--- src/rtl/sdram_test_reporter.sv ---
// rtl/sdram_test_reporter.sv - SDRAM tester status LEDs, error/pass counters and optional UART status frames
// The UART frame reporter is built only when UART_REPORT_EN is defined; otherwise uartTx idles high.
module sdram_test_reporter #(
    parameter int BAUD_DIV   = 434,
    parameter int BLINK_BITS = 24
) (
    input  logic        clock,
    input  logic        reset,
    input  logic        ready,
    input  logic        running,
    input  logic        error,
    output logic        ledRun,
    output logic        ledOk,
    output logic        ledErr,
    output logic [15:0] errCount,
    output logic [7:0]  passCount,
    output logic        uartTx
);

    logic                  prev_ready_q;
    logic                  prev_running_q;
    logic                  prev_error_q;
    logic [15:0]           err_count_q, err_count_d;
    logic [7:0]            pass_count_q, pass_count_d;
    logic                  sticky_q, sticky_d;
    logic [BLINK_BITS-1:0] hb_q;
    logic                  err_event;
    logic                  pass_event;
    logic                  unused_prev_ready;

    always_comb begin
        err_event    = ready && error && !prev_error_q;
        pass_event   = ready && !running && prev_running_q;
        err_count_d  = err_count_q;
        pass_count_d = pass_count_q;
        // Saturated count still leaves err_event visible to the sticky flag and reporter.
        if (err_event && (err_count_q != 16'hFFFF)) begin
            err_count_d = err_count_q + 16'd1;
        end
        if (pass_event) begin
            pass_count_d = pass_count_q + 8'd1;
        end
        sticky_d = sticky_q | err_event;
    end

    always_ff @(posedge clock or posedge reset) begin
        if (reset) begin
            prev_ready_q   <= 1'b0;
            prev_running_q <= 1'b0;
            prev_error_q   <= 1'b0;
            err_count_q    <= 16'd0;
            pass_count_q   <= 8'd0;
            sticky_q       <= 1'b0;
            hb_q           <= '0;
        end else begin
            prev_ready_q   <= ready;
            prev_running_q <= running;
            prev_error_q   <= error;
            err_count_q    <= err_count_d;
            pass_count_q   <= pass_count_d;
            sticky_q       <= sticky_d;
            hb_q           <= hb_q + BLINK_BITS'(1);
        end
    end

    assign ledRun            = running & ready;
    assign ledErr            = sticky_q;
    assign ledOk             = ready & ~sticky_q & hb_q[BLINK_BITS-1];
    assign errCount          = err_count_q;
    assign passCount         = pass_count_q;
    assign unused_prev_ready = prev_ready_q;

`ifdef UART_REPORT_EN
    typedef enum logic [1:0] {
        IDLE,
        START,
        DATA,
        STOP
    } uart_state_e;

    localparam int            CW        = $clog2(BAUD_DIV + 1);
    localparam logic [CW-1:0] BAUD_LAST = CW'(BAUD_DIV - 1);

    uart_state_e   state_q, state_d;
    logic [CW-1:0] baud_q, baud_d;
    logic [2:0]    bit_q, bit_d;
    logic [1:0]    byte_q, byte_d;
    logic [31:0]   frame_q, frame_d;
    logic          pending_q, pending_d;
    logic          trigger;
    logic          bit_done;
    logic [7:0]    cur_byte;
    logic          uart_tx;

    always_comb begin
        trigger   = pass_event | (err_event & ~sticky_q);
        bit_done  = (baud_q == BAUD_LAST);
        state_d   = state_q;
        baud_d    = baud_q;
        bit_d     = bit_q;
        byte_d    = byte_q;
        frame_d   = frame_q;
        pending_d = pending_q;
        if (state_q != IDLE) begin
            baud_d = bit_done ? '0 : baud_q + CW'(1);
            if (trigger) begin
                pending_d = 1'b1;
            end
        end
        unique case (state_q)
            IDLE: begin
                if (trigger) begin
                    state_d = START;
                    baud_d  = '0;
                    byte_d  = 2'd0;
                    frame_d = {8'h55, pass_count_d, err_count_d};
                end
            end
            START: begin
                if (bit_done) begin
                    state_d = DATA;
                    bit_d   = 3'd0;
                end
            end
            DATA: begin
                if (bit_done) begin
                    if (bit_q == 3'd7) begin
                        state_d = STOP;
                    end else begin
                        bit_d = bit_q + 3'd1;
                    end
                end
            end
            STOP: begin
                if (bit_done) begin
                    if (byte_q != 2'd3) begin
                        state_d = START;
                        byte_d  = byte_q + 2'd1;
                        frame_d = {frame_q[23:0], 8'h00};
                    end else if (pending_q || trigger) begin
                        // Merged triggers restart with a fresh snapshot of the counters.
                        state_d   = START;
                        byte_d    = 2'd0;
                        pending_d = 1'b0;
                        frame_d   = {8'h55, pass_count_d, err_count_d};
                    end else begin
                        state_d = IDLE;
                    end
                end
            end
            default: state_d = IDLE;
        endcase
    end

    always_ff @(posedge clock or posedge reset) begin
        if (reset) begin
            state_q   <= IDLE;
            baud_q    <= '0;
            bit_q     <= 3'd0;
            byte_q    <= 2'd0;
            frame_q   <= 32'd0;
            pending_q <= 1'b0;
        end else begin
            state_q   <= state_d;
            baud_q    <= baud_d;
            bit_q     <= bit_d;
            byte_q    <= byte_d;
            frame_q   <= frame_d;
            pending_q <= pending_d;
        end
    end

    assign cur_byte = frame_q[31:24];

    always_comb begin
        uart_tx = 1'b1;
        case (state_q)
            START:   uart_tx = 1'b0;
            DATA:    uart_tx = cur_byte[bit_q];
            default: uart_tx = 1'b1;
        endcase
    end

    assign uartTx = uart_tx;
`else
    assign uartTx = 1'b1;
`endif

endmodule

--- config.mk ---
export PLATFORM = sky130hd
export DESIGN_NAME = sdram_test_reporter
export DESIGN_NICKNAME = d
export VERILOG_FILES = /design/src/rtl/sdram_test_reporter.sv
export SDC_FILE = /design/constraint.sdc
export NUM_CORES = 1
export LEC_CHECK = 0
export ABC_CLOCK_PERIOD_IN_PS = 2600
export CORE_MARGIN = 3
export CORE_UTILIZATION = 40
export DETAILED_ROUTE_END_ITERATION = 16
export SLEW_MARGIN = 20
export SYNTH_ARGS = -nofsm -noshare
export SYNTH_HDL_FRONTEND = slang
export SYNTH_SLANG_ARGS = --single-unit
--- constraint.sdc ---
create_clock -name clock -period 2.6 [get_ports clock]
set_input_delay 0.78 -clock clock [delete_from_list [all_inputs] [get_ports clock]]
set_output_delay 0.78 -clock clock [all_outputs]
set_load 0.03 [all_outputs]
## Word level (Yosys, flattened, before mapping)

Cells that the tools add are included.

| word-level totals | value |
|---|---|
| flip-flop bits (word level) | 51 |
| output and inout bits | 28 |
| input bits | 5 |
| word-level logic and storage cells | 22 |

| cells by class | value |
|---|---|
| add/subtract/negate cells | 3 |
| eq/ne operators | 1 |
| bitwise gates (word level) | 5 |
| reduce and logical (&&, ||, !) cells | 7 |

Operators by type and width:

| cell | number |
|---|---|
| 24-bit by 1-bit adder with 24-bit output (second input constant) | 1 |
| 16-bit by 1-bit adder with 16-bit output (second input constant) | 1 |
| 16-bit != test (second input constant) | 1 |
| 8-bit by 1-bit adder with 8-bit output (second input constant) | 1 |
| 1-bit logical AND | 5 |
| 1-bit bitwise AND | 3 |
| 1-bit logical NOT | 2 |
| 1-bit NOT | 1 |
| 1-bit OR | 1 |

## Longest topological paths before layout

Gate-level depths: netlist of the first run.

| depth | value |
|---|---|
| word-level depth | 3 |
| mapped depth | 6 |
| depth with buffers taken out | 6 |

## Worst setup path after synthesis of the first run

No wires, ideal clock.

| path | value |
|---|---|
| path type | input port to output port |
| start point | in ready |
| end point | out ledOk |
| data required time | 1,820 ps |
| path slack | 599 ps |
| buffers on the path | 0 |
| data arrival time | 1,221 ps |
| cell stages on the path | 2 |
| cell sequence | nand2_1 -> nor2_1 |

| between the ends | value |
|---|---|
| cells in the longest elaborated chain, start to end | 2 |

Ends and longest elaborated chain:

| what | line | RTL |
|---|---|---|
| from (decl) | 9 | `input logic ready,` |
| 1-bit bitwise AND (2 in a row) | 68 | `assign ledOk = ready & ~sticky_q & hb_q[BLINK_BITS-1];` |
| to (decl) | 13 | `output logic ledOk,` |

No other way between the ends.

## Worst setup path after layout of the first run

Same ends and word-level chain as after synthesis.

==> results.yml, run 1 <==
clock_tree:
  ctsRootBufferMaster: "clkbuf_8"
  clk_pin_slew_ns: 0.09
  ctsHoldBuffers: 0
  cts_sinks: 51
  cts_tree: "done"
  clkLatencyLatePin_ns: 0.30
  htreeDepth: 2
  cts_resized: 0
  post-cts-setup-buffers: 0
  clock_path_buffers: 2
  cts_made_buffers: 5
drt:
  routed_wirelength_mm: 3.81
  vias: 1462
  viasPerCell: 4.91
  drc: 0
  antenna_left: 0
  drt-initial-drc-count: 48
  firstDrtPassIters: 4
  routedWlPerCell_um: 12.8
logic_synthesis:
  synth_flop_cell: "dfrtp_1"
  synth_cell_type_count: 31
  synth_seq_cells: 51
  synthArstFlopShare_pct: 100
  synth_edf_count: 0
  syn-num-nets: 199
  synth.cell_area_um2: 2260
  yosysWarnings: 0
  postSynthAreaPerCell_um2: 11.8
  ys_seq_area_share_pct: 56.5
  synthCells: 191
worst_setup_path:
  crit_path_end_kind: "output port"
  required_ns: 1.82
  worstSetupStartpointType: "input port"
  cp.arrival_ns: 1.70
  critPathMaxFanout: 6
  critPathSlowestCell: "clkdlybuf4s50_1"
  path_class: "input port to output port"
  worstPathCellList: "clkdlybuf4s50_1 > nand2_1 > nor2_1 > buf_4"
  cpPeakStageDelay_ns: 0.58
die:
  ios: 33
  rows: 26
  dieHeight_um: 81.1
  die_area_um2: 6580
  die_x_um: 81.1
  core_area_um2: 5270
  start_util_pct: 42.9
finish:
  fillers: 495
  seqCellArea_um2: 1280
  nNetsFinal: 235
  stdcell_count: 298
  syn_to_final_growth_pct: 21.9
  multiInputGateArea_um2: 945
  drive_above_1_share_pct: 11.4
  n_antenna_cell: 0
  final_util_pct: 52.2
status:
  status: "finished, final reports clean"
timing:
  tns_ns: 0
  hold_ws_ns: 0.459
  clock.fmax_mhz: 403
  drv_slew: 0
  worstMarginPinSlew_ns: 0.532
  min_period_ns: 2.48
  finalCritPeriodShare_pct: 95.5
  skew_ns: 0.00633
  finalSetupViolCount: 0
  slew_headroom_pct: 64.5
  rsz0062_at_grt: "no"
  hold_viol: 0
place:
  gp_congestion: 0.685
  io_buffers: 31
  dp_hpwl_mm: 2.74
  dp_cells: 290
power:
  switchingPower_uw: 602
  p_per_area_nw_per_um2: 693
  p_comb_share_pct: 24.2
  p_leak_uw: 0.00120
  seq_power_share_pct: 49.6
  pwr-share-clk_pct: 26.2
  p_int_uw: 1300
  sw_frac_of_total_pct: 31.6
  total_power_uw: 1910
  vdd_drop_max_mv: 0.306
hold_path:
  hold_path.class: "register to register"
global_route:
  grt_pass1_wl_mm: 6.75
  overflow: 0
  antenna_found_initial: 0
  grt_usage_pct: 13.4
  first_global_vias: 1446
  grt_max_degree: 29
run:
  drv_cap: 0
-- cell type report --
class / count / share of cell area (%)
multi-input cells: 133 / 34.3
clock buffers: 7 / 3.50
flip-flops and latches: 51 / 46.4
well taps: 70 / 3.18
repair buffers: 32 / 11.8
clock inverters: 1 / 0.273
inverters: 4 / 0.545
-- power groups by stage --
stage | combinational (uW) | sequential [uW] | clock (uW)
2_1_floorplan | 137 | 1090 | 0
3_3_place_gp | 463 | 962 | 0
3_5_place_dp | 466 | 963 | 0
4_1_cts | 468 | 948 | 519
5_1_grt | 501 | 962 | 556
6_report | 462 | 946 | 499
-- cell usage in the layout (no fill, tap or decap) --
master	synthesis	final
a31oi_4	1	1
and2_1	2	2
and3_1	6	6
and3_2	3	3
and4_1	2	2
and4_2	1	1
buf_12	0	1
buf_4	1	2
clkbuf_8	0	7
clkdlybuf4s50_1	0	29
clkinvlp_4	0	1
conb_1	1	1
dfrtp_1	51	51
ha_1	3	3
inv_1	4	3
inv_2	0	1
mux2_2	2	2
nand2_1	13	13
nand2b_1	2	2
nand3_1	19	19
nand3_2	1	1
nand3b_1	2	2
nand4_1	9	9
nand4_2	1	1
nand4b_1	2	2
nor2_1	13	13
nor2_4	1	1
nor3_1	1	1
nor3_2	2	2
o21a_1	1	1
or3_4	1	1
or4_4	1	1
xnor2_1	29	29
xor2_1	14	14
-- metrics by stage --
stage / area [um^2] / setup WS [ns]
after floorplan: 2260 / 0.590
after global placement: 2650 / 0.159
after detailed placement: 2650 / 0.121
after CTS: 2750 / 0.117
after global routing: 2750 / 0.0500
final: 2750 / 0.117
-- worst max-delay path: cells and delay by family --
| family | cells | cell delay (ns) |
|---|---|---|
| buffers and inverters | 2 | 0.75 |
| and+or+nand+nor | 2 | 0.17 |
-- kinds of logic (layout without fill, tap and decap cells) --
group	count (synthesis)	count (layout)	share of synthesized area [%]
flops	51	51	56.5
fa+ha+maj	3	3	1.66
compound gates	2	2	1.27
mux	2	2	0.997
xor+xnor	43	43	16.7
buf+inv	7	44	1.66
simple gates	82	82	21.1
other cells	1	1	0.166
-- cells in the mapped netlist (2+ instances only) --
library cell | count | area, um^2
ha_1 | 3 | 37.5
nand2b_1 | 2 | 12.5
nand3_1 | 19 | 95.1
and4_1 | 2 | 17.5
nand4_1 | 9 | 56.3
nor2_1 | 13 | 48.8
nor3_2 | 2 | 20.0
inv_1 | 4 | 15.0
nand2_1 | 13 | 48.8
dfrtp_1 | 51 | 1280
and3_2 | 3 | 22.5
xor2_1 | 14 | 123
and2_1 | 2 | 12.5
xnor2_1 | 29 | 254
nand4b_1 | 2 | 17.5
nand3b_1 | 2 | 15.0
mux2_2 | 2 | 22.5
and3_1 | 6 | 37.5
-- sequential cells by signal, indices dropped and copies added, names as in the netlist --
| register | flops |
|---|---|
| hb_q | 24 |
| errCount | 16 |
| passCount | 8 |
| ledErr | 1 |
| prev_error_q | 1 |
| prev_running_q | 1 |
-- path summary, 6_finish.rpt --
path | start | end | slack, ns | depth (start not counted)
worst min-delay path | hb_q[0] | hb_q[0] | 0.46 | 1
worst max-delay path | ready | ledOk | 0.12 | 4
worst max register to register | errCount[4] | errCount[1] | 0.74 | 4
min in group asynchronous | reset | passCount[7] | 0.84 | 2
worst min register to register | hb_q[0] | hb_q[0] | 0.46 | 1
max in group asynchronous | reset | hb_q[10] | 1.23 | 3
-- routing by layer --
layer,track usage [%],vias up,wire length [um]
met5,0,-,0
met4,6.25,0,42
met3,3.66,5,203
met2,20.1,27,1710
met1,18.0,711,1850
li1,-,719,-
No activity file was read; power rests on OpenSTA's default activity.
==> inputs of run 2 (changes only) <==
CTS_CLUSTER_SIZE = 8   (was unset)
==> results of run 2 <==
Same layout as run 1: the final DEF is identical, and so are final timing and power.
